===== config.mk =====
export PLATFORM = sky130hd
export DESIGN_NAME = count_wrap_monitor_flat
export DESIGN_NICKNAME = d
export VERILOG_FILES = /design/src/rtl/count_wrap_monitor_if.sv /design/src/rtl/count_wrap_monitor.sv /design/src/flat_wrapper.sv
export SDC_FILE = /design/constraint.sdc
export NUM_CORES = 1
export LEC_CHECK = 0
export CAP_MARGIN = 10
export CORE_MARGIN = 2
export CORE_UTILIZATION = 43
export DETAILED_ROUTE_END_ITERATION = 8
export GPL_TIMING_DRIVEN = 0
export PLACE_DENSITY = 0.71
export SLEW_MARGIN = 20
export SYNTH_ARGS = -nofsm -noshare
export SYNTH_HDL_FRONTEND = slang
export SYNTH_SLANG_ARGS = --single-unit

===== constraint.sdc =====
create_clock -name clk -period 3.2 [get_ports clk]
set_input_delay 0.96 -clock clk [delete_from_list [all_inputs] [get_ports clk]]
set_output_delay 0.96 -clock clk [all_outputs]
set_load 0.01 [all_outputs]

===== src/rtl/count_wrap_monitor_if.sv =====
// Bus between the up/down counter and its wrap monitor.
// The counter side drives the value and the clear, and the monitor side returns its status and event pulses.
interface count_wrap_monitor_if #(
    parameter int WIDTH  = 3,
    parameter int WRAP_W = 8
);
    logic [WIDTH-1:0]  q_in;
    logic              clr_cnt;
    logic              dir;
    logic              dir_valid;
    logic              wrap_up;
    logic              wrap_down;
    logic              reversal;
    logic              jump;
    logic [WRAP_W-1:0] wrap_cnt;

    modport master (
        output q_in, clr_cnt,
        input  dir, dir_valid, wrap_up, wrap_down, reversal, jump, wrap_cnt
    );

    modport slave (
        input  q_in, clr_cnt,
        output dir, dir_valid, wrap_up, wrap_down, reversal, jump, wrap_cnt
    );
endinterface


===== src/rtl/count_wrap_monitor.sv =====
// Watches a free-running up/down counter value and infers its direction.
// It registers single-cycle wrap, reversal and jump pulses and keeps a saturating count of wraps.
module count_wrap_monitor #(
    parameter int WIDTH  = 3,
    parameter int WRAP_W = 8
) (
    input logic                 clk,
    input logic                 reset_n,
    count_wrap_monitor_if.slave mon
);
    typedef enum logic [1:0] {ST_INIT, ST_LOST, ST_UP, ST_DOWN} state_t;
    typedef enum logic [1:0] {CL_HOLD, CL_STEP_UP, CL_STEP_DN, CL_JUMP} cls_t;

    localparam logic [WIDTH-1:0]  MAX_VAL = '1;
    localparam logic [WIDTH-1:0]  ONE_VAL = WIDTH'(1);
    localparam logic [WRAP_W-1:0] CNT_MAX = '1;

    state_t            state;
    cls_t              cls;
    logic [WIDTH-1:0]  prev;
    logic [WIDTH-1:0]  delta;
    logic              wrap_up_hit;
    logic              wrap_dn_hit;

    logic              dir_r;
    logic              dir_valid_r;
    logic              wrap_up_r;
    logic              wrap_down_r;
    logic              reversal_r;
    logic              jump_r;
    logic [WRAP_W-1:0] wrap_cnt_r;

    // Modular difference: a step across the max/0 boundary still reads as +/-1.
    // NOTE: every signal written in always_comb gets a default first, so no latch is inferred.
    always_comb begin
        delta = mon.q_in - prev;
        cls   = CL_JUMP;
        if (delta == '0)
            cls = CL_HOLD;
        else if (delta == ONE_VAL)
            cls = CL_STEP_UP;
        else if (delta == MAX_VAL)
            cls = CL_STEP_DN;
        wrap_up_hit = (cls == CL_STEP_UP) && (prev == MAX_VAL);
        wrap_dn_hit = (cls == CL_STEP_DN) && (prev == '0);
    end

    // NOTE: sequential state uses non-blocking assignments, so each register sees pre-edge values.
    always_ff @(posedge clk or negedge reset_n) begin
        if (!reset_n) begin
            state       <= ST_INIT;
            prev        <= '0;
            dir_r       <= 1'b0;
            dir_valid_r <= 1'b0;
            wrap_up_r   <= 1'b0;
            wrap_down_r <= 1'b0;
            reversal_r  <= 1'b0;
            jump_r      <= 1'b0;
            wrap_cnt_r  <= '0;
        end else begin
            prev        <= mon.q_in;
            wrap_up_r   <= 1'b0;
            wrap_down_r <= 1'b0;
            reversal_r  <= 1'b0;
            jump_r      <= 1'b0;

            if (state == ST_INIT) begin
                // First sample after reset only seeds prev; there is nothing to compare yet.
                state       <= ST_LOST;
                dir_valid_r <= 1'b0;
            end else begin
                unique case (cls)
                    CL_STEP_UP: begin
                        state       <= ST_UP;
                        dir_r       <= 1'b1;
                        dir_valid_r <= 1'b1;
                        reversal_r  <= (state == ST_DOWN);
                        wrap_up_r   <= wrap_up_hit;
                    end
                    CL_STEP_DN: begin
                        state       <= ST_DOWN;
                        dir_r       <= 1'b0;
                        dir_valid_r <= 1'b1;
                        reversal_r  <= (state == ST_UP);
                        wrap_down_r <= wrap_dn_hit;
                    end
                    CL_JUMP: begin
                        state       <= ST_LOST;
                        dir_valid_r <= 1'b0;
                        jump_r      <= 1'b1;
                    end
                    default: begin
                        state       <= state;
                        dir_valid_r <= (state == ST_UP) || (state == ST_DOWN);
                    end
                endcase
            end

            // A clear wins over a simultaneous wrap.
            if (mon.clr_cnt)
                wrap_cnt_r <= '0;
            else if ((state != ST_INIT) && (wrap_up_hit || wrap_dn_hit) && (wrap_cnt_r != CNT_MAX))
                wrap_cnt_r <= wrap_cnt_r + 1'b1;
        end
    end

    assign mon.dir       = dir_r;
    assign mon.dir_valid = dir_valid_r;
    assign mon.wrap_up   = wrap_up_r;
    assign mon.wrap_down = wrap_down_r;
    assign mon.reversal  = reversal_r;
    assign mon.jump      = jump_r;
    assign mon.wrap_cnt  = wrap_cnt_r;
endmodule


===== src/flat_wrapper.sv =====
// flat-port wrapper written by rule: the top's interface ports become plain ports
module count_wrap_monitor_flat 
#(
    parameter int WIDTH  = 3,
    parameter int WRAP_W = 8
)
  (clk, reset_n, mon_q_in, mon_clr_cnt, mon_dir, mon_dir_valid, mon_wrap_up, mon_wrap_down, mon_reversal, mon_jump, mon_wrap_cnt);
  count_wrap_monitor_if #(.WIDTH(WIDTH), .WRAP_W(WRAP_W)) mon_i ();
  input logic clk;
  input logic reset_n;
  input wire logic [$bits(mon_i.q_in)-1:0] mon_q_in;
  input wire logic [$bits(mon_i.clr_cnt)-1:0] mon_clr_cnt;
  output wire logic [$bits(mon_i.dir)-1:0] mon_dir;
  output wire logic [$bits(mon_i.dir_valid)-1:0] mon_dir_valid;
  output wire logic [$bits(mon_i.wrap_up)-1:0] mon_wrap_up;
  output wire logic [$bits(mon_i.wrap_down)-1:0] mon_wrap_down;
  output wire logic [$bits(mon_i.reversal)-1:0] mon_reversal;
  output wire logic [$bits(mon_i.jump)-1:0] mon_jump;
  output wire logic [$bits(mon_i.wrap_cnt)-1:0] mon_wrap_cnt;
  assign mon_i.q_in = mon_q_in;
  assign mon_i.clr_cnt = mon_clr_cnt;
  assign mon_dir = mon_i.dir;
  assign mon_dir_valid = mon_i.dir_valid;
  assign mon_wrap_up = mon_i.wrap_up;
  assign mon_wrap_down = mon_i.wrap_down;
  assign mon_reversal = mon_i.reversal;
  assign mon_jump = mon_i.jump;
  assign mon_wrap_cnt = mon_i.wrap_cnt;
  count_wrap_monitor #(.WIDTH(WIDTH), .WRAP_W(WRAP_W)) u_core (.clk(clk), .reset_n(reset_n), .mon(mon_i));
endmodule

## Yosys cells after proc, flatten, opt, wreduce, memory -nomap -nowiden

Index checks and enable logic that the tools add are counted.

- Register bits: 19
- Input port bits: 6
- Output and inout port bits: 14
- Word-level logic and storage cells: 54

- Add/subtract/negate cells: 2
- Equal/unequal tests: 9
- Mux-type cells: 18
- Bitwise operators: 1
- Reduce and logical (&&, ||, !) cells: 15

Operators by type and width:

| kind | number |
|---|---|
| 2-to-1 mux 8 bit | 2 |
| 2-to-1 mux 1 bit | 9 |
| adder 8 x 1 -> 8 bit, second input constant | 1 |
| == test 2 bit, second input constant | 4 |
| inequality test 8 bit, second input constant | 1 |
| == test 3 bit, second input constant | 2 |
| logical NOT 3 bit | 2 |
| 2-to-1 mux 2 bit | 3 |
| one-hot mux 1 bit (2 select lines) | 3 |
| one-hot mux 2 bit (3 select lines) | 1 |
| nonzero test 2 bit | 3 |
| logical AND 1 bit | 4 |
| nonzero test 4 bit | 1 |
| == test 3 x 1 -> 1 bit, second input constant | 1 |
| subtractor 3 bit | 1 |
| == test 2 x 1 -> 1 bit, second input constant | 1 |
| logical NOT 2 bit | 1 |
| logical OR 1 bit | 2 |
| AND reduction 2 bit | 1 |
| OR reduction 2 bit | 1 |
| NOT 1 bit | 1 |

## Logic depth before layout (Yosys ltp)

Gate-level depths: netlist of run 1.

- Depth in word-level cells: 12
- Gate-level depth with buffers: 12
- Gate-level depth less buffers: 11

## Worst setup path before layout of run 1

OpenSTA, ideal clock, no wires.

- Path type: in2reg
- Start point: input mon_q_in[0]
- End point: register u_core.wrap_cnt_r[5] (netlist: u_core.mon.wrap_cnt[5])
- Setup time: 0.078 ns
- Data arrival time: 3.675 ns
- Data required time: 3.122 ns
- Path slack: -0.553 ns
- Stages: 11
- Buffers on the path: 1
- Cells stage by stage: inv_1 > ha_1 > fa_1 > or3_1 > nand2_1 > ha_1 > or4b_4 > a21o_1 > buf_6 > or4_1 > a21oi_1

- Longest elaborated chain between the ends: 11
- Elaborated cells between the ends (all ways): 15
- Classes of those cells: 1 x add/sub; 4 x eq/ne; 3 x mux; 7 x reduce/logical

Ends and longest elaborated chain:

| element | line | source |
|---|---|---|
| start, declared | flat_wrapper.sv:11 | `input wire logic [$bits(mon_i.q_in)-1:0] mon_q_in;` |
| subtractor 3 bit * | count_wrap_monitor.sv:36 | `delta = mon.q_in - prev;` |
| == test 3 bit | count_wrap_monitor.sv:42 | `else if (delta == MAX_VAL)` |
| 2-to-1 mux 1 bit | count_wrap_monitor.sv:42 |  |
| 2-to-1 mux 2 bit | count_wrap_monitor.sv:40 | `else if (delta == ONE_VAL)` |
| 2-to-1 mux 2 bit * | count_wrap_monitor.sv:38 | `if (delta == '0)` |
| == test 2 x 1 -> 1 bit / == test 2 bit (equally long branches) | count_wrap_monitor.sv:44, count_wrap_monitor.sv:45 |  |
| logical AND 1 bit, on equally long branches | count_wrap_monitor.sv:44, count_wrap_monitor.sv:45 |  |
| logical OR 1 bit * | count_wrap_monitor.sv:102 | `else if ((state != ST_INIT) && (wrap_up_hit \|\| wrap_dn_hit) && (wrap_cnt_r != CNT_MAX))` |
| logical AND 1 bit * (2 in a row) | count_wrap_monitor.sv:102 |  |
| nonzero test 2 bit (no line) * | n/a |  |
| end signal, assigned | count_wrap_monitor.sv:103 | `wrap_cnt_r <= wrap_cnt_r + 1'b1;` |
| end, declared | count_wrap_monitor.sv:31 | `logic [WRAP_W-1:0] wrap_cnt_r;` |

Every way passes the cells marked *; elsewhere a longest branch is shown, timed or not.
A chain may end at the register's enable or synchronous reset.

## Worst setup path after layout of run 1

Same ends and word-level chain as after synthesis.

==> results of run 1 <==
## per-stage QoR
stage | worst slack [ps] | util [%] | hold slack [ps]
global placement | -1180 | 56.8 | 523
finish | -326 | 65.9 | 547
CTS | -365 | 62.8 | 560
floorplan | -475 | - | 527
detailed placement | -1250 | 56.8 | 528
global route | -392 | 65.9 | 592
## power by group through the flow
| stage | Sequential, uW | Clock, uW | Combinational [uW] |
|---|---|---|---|
| 2_1_floorplan | 311 | 0 | 101 |
| 3_3_place_gp | 301 | 0 | 183 |
| 3_5_place_dp | 303 | 0 | 189 |
| 4_1_cts | 299 | 130 | 224 |
| 5_1_grt | 305 | 140 | 276 |
| 6_report | 300 | 128 | 250 |
## logic make-up after synthesis
family	after synthesis	share of synthesized area [%]
AO/OA/AOI/OAI	22	13.3
XOR/XNOR	2	1.76
adder cells (fa/ha/maj)	8	10.8
buffers and inverters	7	3.39
flip-flops	19	47.7
multiplexers	3	3.02
AND/OR/NAND/NOR	36	20.0
## registers in the layout (all words and copies together), names as in the netlist
name                  flops
u_core.mon.dir            1
u_core.mon.dir_valid      1
u_core.prev               3
u_core.mon.reversal       1
u_core.mon.wrap_up        1
u_core.mon.wrap_down      1
u_core.mon.jump           1
u_core.mon.wrap_cnt       8
u_core.state              2
## final cells by class
cell class | instances | area share [%]
Multi-Input combinational cell | 71 | 40.8
Clock buffer | 4 | 1.82
Buffer | 2 | 1.04
Sequential cell | 19 | 32.9
Timing Repair Buffer | 31 | 19.2
Tap cell | 28 | 2.43
Inverter | 5 | 1.82
## cells in the final DEF, fill, tap and decap left out, types with 4 or more instances in the layout
cell type and instances:
a21oi_1 9, buf_4 13, clkdlybuf4s50_1 15, dfrtp_1 19
ha_1 5, nand2_1 4, nand3_1 4, nor2_1 8
## layer usage
layer	up-vias	GRT usage [%]
li1	415	-
met4	0	3.07
met3	2	6.03
met5	-	0
met2	26	34.4
met1	429	19.7
## path summary, 6_finish.rpt
check | slack, ps | cells past startpoint | end
worst max-delay path | -330 | 12 | u_core.mon.wrap_cnt[5]$_DFFE_PN0P_
worst min-delay path | 550 | 2 | u_core.mon.dir$_DFFE_PN0P_
worst max register to register | -50 | 10 | u_core.mon.wrap_cnt[5]$_DFFE_PN0P_
worst min register to register | 550 | 2 | u_core.mon.dir$_DFFE_PN0P_
max in group asynchronous | 1530 | 1 | u_core.mon.jump$_DFF_PN0_
min in group asynchronous | 1140 | 1 | u_core.prev[0]$_DFF_PN0_
## cell usage after synthesis (2+ instances only)
cell	instances	area share, %
dfrtp_1	19	48
a21oi_1	11	5.5
nor2_1	9	3.4
ha_1	7	8.8
inv_1	5	1.9
nand2_1	5	1.9
nand3_1	5	2.5
mux2i_1	3	3.0
nand2b_1	3	1.9
nor2b_1	3	1.9
o21ai_0	3	1.5
o31ai_1	3	2.3
or3_2	3	2.3
a2111oi_0	2	1.8
nand4_1	2	1.3
or4_1	2	1.5
## worst reg2reg max path, delay by kind of cell, from the launching register on
family          cells  cell delay, ps
fa+ha+maj           3             820
buf+inv             1             140
simple gates        4            1430
flops               1             450
compound gates      2             340
## repair_timing
| action | CTS | global route |
|---|---|---|
| hold buffers | 0 | 0 |
| endpoints found under the setup margin | 11 | 9 |
| setup buffers | 11 | 2 |
| pin swaps | 9 | 9 |
| resized for setup | 19 | 11 |
| hold endpoints to repair | 0 | 0 |
==> reports/results.txt, run 1 <==
Metal1 wirelength: 909 um
Register area: 475 um2
CP endpoint kind: register
Area grow syn2layout: 45.0%
Die area: 2720 um2
Main flop type after synthesis: dfrtp_1
WP data arrival: 3770 ps
# fillers: 172
Final Hold Vio Count: 0
CP max stage delay: 500 ps
CP Data Required Time: 3440 ps
Fin cells: 160
Mapped Nets: 111
Crit path cell chain: buf_8, inv_8, ha_4, fa_2, or3_4, nand2_4, ha_4, or4b_4, a21o_1, buf_6, or4_4, a21oi_2
CTS sink count: 19
Synth async-reset ratio: 100%
Int Pwr: 458 uW
Clk pwr share: 18.9%
Global-route wire length before repair: 3620 um
RSZ-0062 raised after global routing: true
Placed inst area: 1240 um2
Site Rows: 17
Cell area after layout: 1440 um2
Tot GR Track Use: 18.2%
DRC Markers: 0
Placer's final routability congestion estimate: 0.753
Syn Inst Count: 97
Area taken by multi-input logic gates: 589 um2
Post-DRT Antenna Nets: 0
Inst Count DP: 143
CP delay by family, top: simple AND/OR/NAND/NOR gates
Initial core utilization: 45.5%
Setup violations, final: 9
LEAKAGE: 0.000591 uW
Largest net degree at the start of global routing: 20
Peak VDD IR: 0.000434 V
#FFs+latches synth: 19
Remaining Overflow, GRT: 0
H-tree depth: 1
NetSw: 220 uW
Startpoint Class: input pin
Critical path type: input pin to register
Drt first pass iters: 4
CP most frequent cell: ha_4
Netlist cell types: 28
Via-to-Cell Ratio: 5.45
CP bufs+invs: 3
Slew HR: 41.8%
HP Start: u_core.mon.dir$_DFFE_PN0P_
Ant diodes: 0
Total Power: 678 uW
Initial DRC Count: 15
Failing checks: setup timing
Area of the core: 2190 um2
Detailed Route WL: 2290 um
Status: finished, violations left
Clock Latency Late Sink: 300 ps
Slowest-stage cell, CP: fa_2
Switching Share: 32.5%
Clock root buffer: clkbuf_4
EDFF count, synth: 0
Die width: 52.1 um
HPWL Detailed: 1400 um
Layout net count: 147
Share of cells above drive strength 1: 29.5%
Sequential fraction of the synthesis area: 47.7%
Initial antenna violation count: 0
Worst-path fanout max: 8
YS warnings: 0
Period minus WS final: 3530 ps
Worst-Margin Slew: 871 ps
Num CTS Buffers: 3
Fin worst setup slack: -326 ps
# port buffers: 18
Vias in the first global route: 864
CTS tree: yes
Ports: 20
Final cycle utilization of the critical path: 110%
Top Metal Used: met4
CTS max path bufs: 2
Power density cells: 470 nW/um2
Via Count: 872
Routed len/inst: 14.3 um
HP Class: register to register
Clock Pin Slew Worst Setup and Hold Paths: 120 ps
Post-Syn Area: 996 um2
Clk_skew: 4.59 ps
Max Fclk: 284 MHz
Met3 wire length: 107 um
Die height: 52.1 um
Combinational power share: 36.9%
Slew Viols, Final: 0
Max capacitance violation total: 0
Sequential Power Share: 44.2%
Syn Area/Cell: 10.3 um2
Met2 routed WL: 1260 um
Crit path from: mon_q_in[0]
Worst r2r src: u_core.prev[0]$_DFF_PN0_
Setup TNS: -1910 ps
No activity file was read; power rests on OpenSTA's default activity.
==> run 2, diff against run 1 <==
--- a/config.mk
+++ b/config.mk
@@ -10,7 +10,7 @@
 export CORE_UTILIZATION = 43
 export DETAILED_ROUTE_END_ITERATION = 8
 export GPL_TIMING_DRIVEN = 0
-export PLACE_DENSITY = 0.71
+export PLACE_DENSITY = 0.69
 export SLEW_MARGIN = 20
 export SYNTH_ARGS = -nofsm -noshare
 export SYNTH_HDL_FRONTEND = slang
==> constraint.sdc (replaced) <==
create_clock -name clk -period 3.95 [get_ports clk]
set_input_delay 1.185 -clock clk [delete_from_list [all_inputs] [get_ports clk]]
set_output_delay 1.185 -clock clk [all_outputs]
set_load 0.01 [all_outputs]
==> run 2 against run 1 <==
Against the previous run:
- the flow now finishes without violations
- critical path depth rose by 1
- utilization fell by 5.5 points
- count of clock-buffer cells in the layout did not move
- combinational power fell by 32%
- clock skew fell by 1.1 ps
- critical endpoint unchanged
==> reports/results.txt, run 2 (synthesis gave the netlist of run 1 again) <==
Max Fclk: 259 MHz
Global-route wire length before repair: 3680 um
Final cycle utilization of the critical path: 97.6%
CP Data Required Time: 4180 ps
Worst r2r src: u_core.prev[0]$_DFF_PN0_
Period minus WS final: 3860 ps
Max capacitance violation total: 0
Die height: 52.1 um
Register area: 475 um2
Setup violations, final: 0
Commonest non-fill, non-tap cell in the layout: dfrtp_1
Initial DRC Count: 13
Inst Count DP: 143
Post-layout util: 60.4%
RSZ-0062 raised after global routing: false
Initial core utilization: 45.5%
Worst-Margin Slew: 855 ps
Placed inst area: 1220 um2
Post-DRT Antenna Nets: 0
Layout net count: 139
Cell area after layout: 1320 um2
Register-to-register setup slack: 630 ps
Ports: 20
Area taken by multi-input logic gates: 542 um2
Tot GR Track Use: 18.9%
Ant diodes: 0
Die area: 2720 um2
Worst-path fanout max: 7
Vias in the first global route: 863
CTS sink count: 19
Fin cells: 152
DRC Markers: 0
# port buffers: 18
Worst R2R End: u_core.mon.wrap_cnt[5]$_DFFE_PN0P_
Hold Path End: u_core.mon.dir$_DFFE_PN0P_
LEAKAGE: 0.000540 uW
Largest net degree at the start of global routing: 20
Area of the core: 2190 um2
Clk_skew: 3.52 ps
Critical path type: input pin to register
Drt first pass iters: 4
Commonest non-fill, non-tap cells in the layout: dfrtp_1, clkdlybuf4s50_1, a21oi_1, nor2_1
CTS tree: yes
HP Class: register to register
Routed len/inst: 13.6 um
Die width: 52.1 um
Slew HR: 42.8%
Initial antenna violation count: 0
Via-to-Cell Ratio: 5.64
Num CTS Buffers: 3
H-tree depth: 1
Startpoint Class: input pin
Peak VDD IR: 0.000284 V
HPWL Detailed: 1450 um
Max reg flops: 8
Hold path cells: 2
WP data arrival: 4090 ps
Final Hold Vio Count: 0
Area grow syn2layout: 32.9%
Setup TNS: 0 ps
Clock Pin Slew Worst Setup and Hold Paths: 110 ps
Share of cells above drive strength 1: 19.4%
Detailed Route WL: 2070 um
# fillers: 193
Via Count: 858
Placer's final routability congestion estimate: 0.789
Slew Viols, Final: 0
Site Rows: 17
CP endpoint kind: register
Status: finished, final reports clean
Clock root buffer: clkbuf_4
Remaining Overflow, GRT: 0
CTS max path bufs: 2
Clock Latency Late Sink: 300 ps
HP Start: u_core.mon.dir$_DFFE_PN0P_
Power density cells: 387 nW/um2
Worst R2R Path Depth: 11
run 2: final cells by class:
class / instances / area share (%)
well taps: 28 / 2.65
plain buffers: 2 / 1.13
multi-input cells: 71 / 40.9
repair buffers: 23 / 16.0
flip-flops and latches: 19 / 35.9
inverters: 5 / 1.42
clock buffers: 4 / 1.98
run 2: timing repair:
item	CTS	global route
hold buffers	0	0
pin swaps	7	2
buffers inserted	5	0
setup endpoints to repair	8	4
resized for setup	11	5
run 2: per-layer routing:
metal	GRT usage (%)	part of all wire [%]
met1	22.6	41
met2	31.0	51
met3	3.74	4.8
met4	11.8	3.3
met5	0	0
run 2: worst max-delay path, cell delays in order:
cell	delay (ps)
buf_2	90
inv_2	40
ha_4	150
fa_2	390
xnor2_2	150
or3_4	390
nand2_2	110
ha_4	140
or4b_4	480
a21o_1	220
buf_6	130
or4_4	470
a21oi_2	130
run 2: worst max-delay path by stage:
stage	startpoint	endpoint	slack (ps)	depth (start not counted)
CTS	mon_q_in[0]	u_core.mon.wrap_cnt[5]$_DFFE_PN0P_	70	13
global placement	mon_q_in[0]	u_core.mon.wrap_cnt[5]$_DFFE_PN0P_	-590	13
finish	mon_q_in[0]	u_core.mon.wrap_cnt[5]$_DFFE_PN0P_	90	13
global route	mon_q_in[0]	u_core.mon.wrap_cnt[5]$_DFFE_PN0P_	6	13
floorplan	mon_q_in[0]	u_core.mon.wrap_cnt[5]$_DFFE_PN0P_	10	12
detailed placement	mon_q_in[0]	u_core.mon.wrap_cnt[5]$_DFFE_PN0P_	-670	13
run 2: report_power, final:
part / internal, uW / leakage [uW] / switching (uW)
Combinational: 88.4 / 0.000280 / 80.5
Sequential: 222 / 0.000245 / 19.6
Clock: 39.4 / 0.0000150 / 61.9
Total: 350 / 0.000540 / 162
run 2: stage by stage:
stage / total power (uW) / worst slack, ps / hold WS [ps]
after floorplan: 330 / 12.8 / 527
after global placement: 388 / -593 / 521
after detailed placement: 393 / -667 / 526
after CTS: 506 / 71.8 / 557
after global routing: 550 / 5.87 / 611
final: 512 / 92.9 / 549
==> run 3, diff against run 2 <==
--- a/config.mk
+++ b/config.mk
@@ -10,8 +10,9 @@
 export CORE_UTILIZATION = 43
 export DETAILED_ROUTE_END_ITERATION = 8
 export GPL_TIMING_DRIVEN = 0
+export MAX_ROUTING_LAYER = met4
 export PLACE_DENSITY = 0.69
-export SLEW_MARGIN = 20
+export SLEW_MARGIN = 40
 export SYNTH_ARGS = -nofsm -noshare
 export SYNTH_HDL_FRONTEND = slang
 export SYNTH_SLANG_ARGS = --single-unit
==> run 3 against run 2 <==
Against the previous run:
- critical path depth unchanged
- final area about the same
- global-route usage increased by 0.37 points
- clock power about the same
- flip-flop and latch count unchanged
- largest power group unchanged
- critical path type unchanged
- sequential share of layout area about the same
- worst setup slack improved by 15 ps
==> reports/results.txt, run 3 (synthesis gave the netlist of run 1 again) <==
Met3 global-route usage: 3.74%
Via Count: 853
Total Power: 512 uW
Routed len/inst: 13.7 um
CTS Hold Bufs: 0
Dpl ws: -651 ps
Remaining Overflow, GRT: 0
Setup violations, final: 0
Period minus WS final: 3840 ps
Via-to-Cell Ratio: 5.61
Num CTS Buffers: 3
Clock Pin Slew Worst Setup and Hold Paths: 110 ps
Clk_skew: 0.864 ps
Worst-path fanout max: 7
Max capacitance violation total: 0
Final cycle utilization of the critical path: 97.3%
# port buffers: 18
Slew HR: 66.1%
Clock Latency Late Sink: 300 ps
# fillers: 193
Area grow syn2layout: 32.8%
Slew Viols, Final: 0
Placer's final routability congestion estimate: 0.800
Global-route wire length before repair: 3650 um
Worst-Margin Slew: 496 ps
Final Hold Vio Count: 0
Setup TNS: 0 ps
Status: finished, final reports clean
CP Data Required Time: 4190 ps
Vias in the first global route: 863
Hold slack: 548 ps
Die area: 2720 um2
Ant diodes: 0
Drt first pass iters: 4
Initial core utilization: 45.5%
HP Class: register to register
Largest net degree at the start of global routing: 20
Commonest non-fill, non-tap cells in the layout: dfrtp_1, clkdlybuf4s50_1, a21oi_1
Met1 usage: 22.4%
Fin worst setup slack: 108 ps
DRC Markers: 0
Layout net count: 139
Power density cells: 387 nW/um2
WP data arrival: 4080 ps
CTS tree: yes
Clock root buffer: clkbuf_4
Commonest non-fill, non-tap cell in the layout: dfrtp_1
Peak VDD IR: 0.000284 V
Site Rows: 17
Critical path type: input pin to register
Post-DRT Antenna Nets: 0
GR peak layer: met2
Initial antenna violation count: 0
CTS max path bufs: 2
H-tree depth: 1
CP endpoint kind: register
Share of cells above drive strength 1: 20.2%
HPWL Detailed: 1450 um
Max Fclk: 260 MHz
Initial DRC Count: 14
Max reg flops: 8
Ports: 20
Tot GR Track Use: 19.3%
Detailed Route WL: 2080 um
Die width: 52.1 um
Startpoint Class: input pin
Met2 Usage GRT: 30.4%
Area of the core: 2190 um2
CTS sink count: 19
Die height: 52.1 um
LEAKAGE: 0.000542 uW
run 3: changes by cell type in the layout (fill, tap and decap cells not counted):
cell | previous run | this run
a21oi_1 | 9 | 10
a21oi_2 | 2 | 1
xor2_1 | 1 | 0
clkdlybuf4s50_1 | 16 | 15
xor2_2 | 0 | 1
buf_2 | 1 | 2
run 3: worst paths after layout:
kind | start | to | slack [ps] | cells past startpoint
hold / removal | u_core.mon.dir$_DFFE_PN0P_ | u_core.mon.dir$_DFFE_PN0P_ | 550 | 2
setup / recovery | mon_q_in[0] | u_core.mon.wrap_cnt[5]$_DFFE_PN0P_ | 110 | 13
hold reg to reg | u_core.mon.dir$_DFFE_PN0P_ | u_core.mon.dir$_DFFE_PN0P_ | 550 | 2
setup reg to reg | u_core.prev[0]$_DFF_PN0_ | u_core.mon.wrap_cnt[5]$_DFFE_PN0P_ | 650 | 11
max in group asynchronous | reset_n | u_core.mon.dir$_DFFE_PN0P_ | 2850 | 1
min in group asynchronous | reset_n | u_core.mon.wrap_cnt[2]$_DFFE_PN0P_ | 800 | 1
run 3: cell type report:
class,instances,area [um2],share of cell area [%]
multi-input combinational,71,546,41.2
sequential,19,475,36.0
timing repair buffer,23,206,15.6
tap,28,35.0,2.65
clock buffer,4,26.3,1.99
inverter,5,18.8,1.42
buffer,2,15.0,1.14
run 3: stage by stage:
stage	instance area (um2)	utilization, %	cells
after floorplan	1000	-	97
after global placement	1220	55.5	143
after detailed placement	1210	55.3	143
after CTS	1300	59.2	152
after global routing	1320	60.4	152
final	1320	60.4	152
run 3: repair_timing:
action	4_1_cts	5_1_grt
gates resized for setup	11	5
pin swaps	7	2
setup buffers	5	0
setup endpoints to repair	8	4
run 3: where the power goes:
group | switching (uW) | internal [uW]
Combinational | 80.9 | 88.2
Clock | 61.6 | 39.4
Sequential | 19.6 | 222
Total | 162 | 350
run 3: worst max-delay path, stage by stage:
cell	delay (ps)
buf_2	90
inv_2	40
ha_4	150
fa_2	390
xnor2_2	150
or3_4	390
nand2_2	110
ha_4	140
or4b_4	480
a21o_1	220
buf_6	130
or4_4	470
a21oi_2	120
run 3: layer usage:
layer | share of wire, % | up-vias | wire length [um]
met5 | 0 | - | 0
met1 | 42 | 425 | 874
li1 | - | 398 | -
met2 | 51 | 22 | 1050
met3 | 4.2 | 8 | 87
met4 | 3.2 | 0 | 66
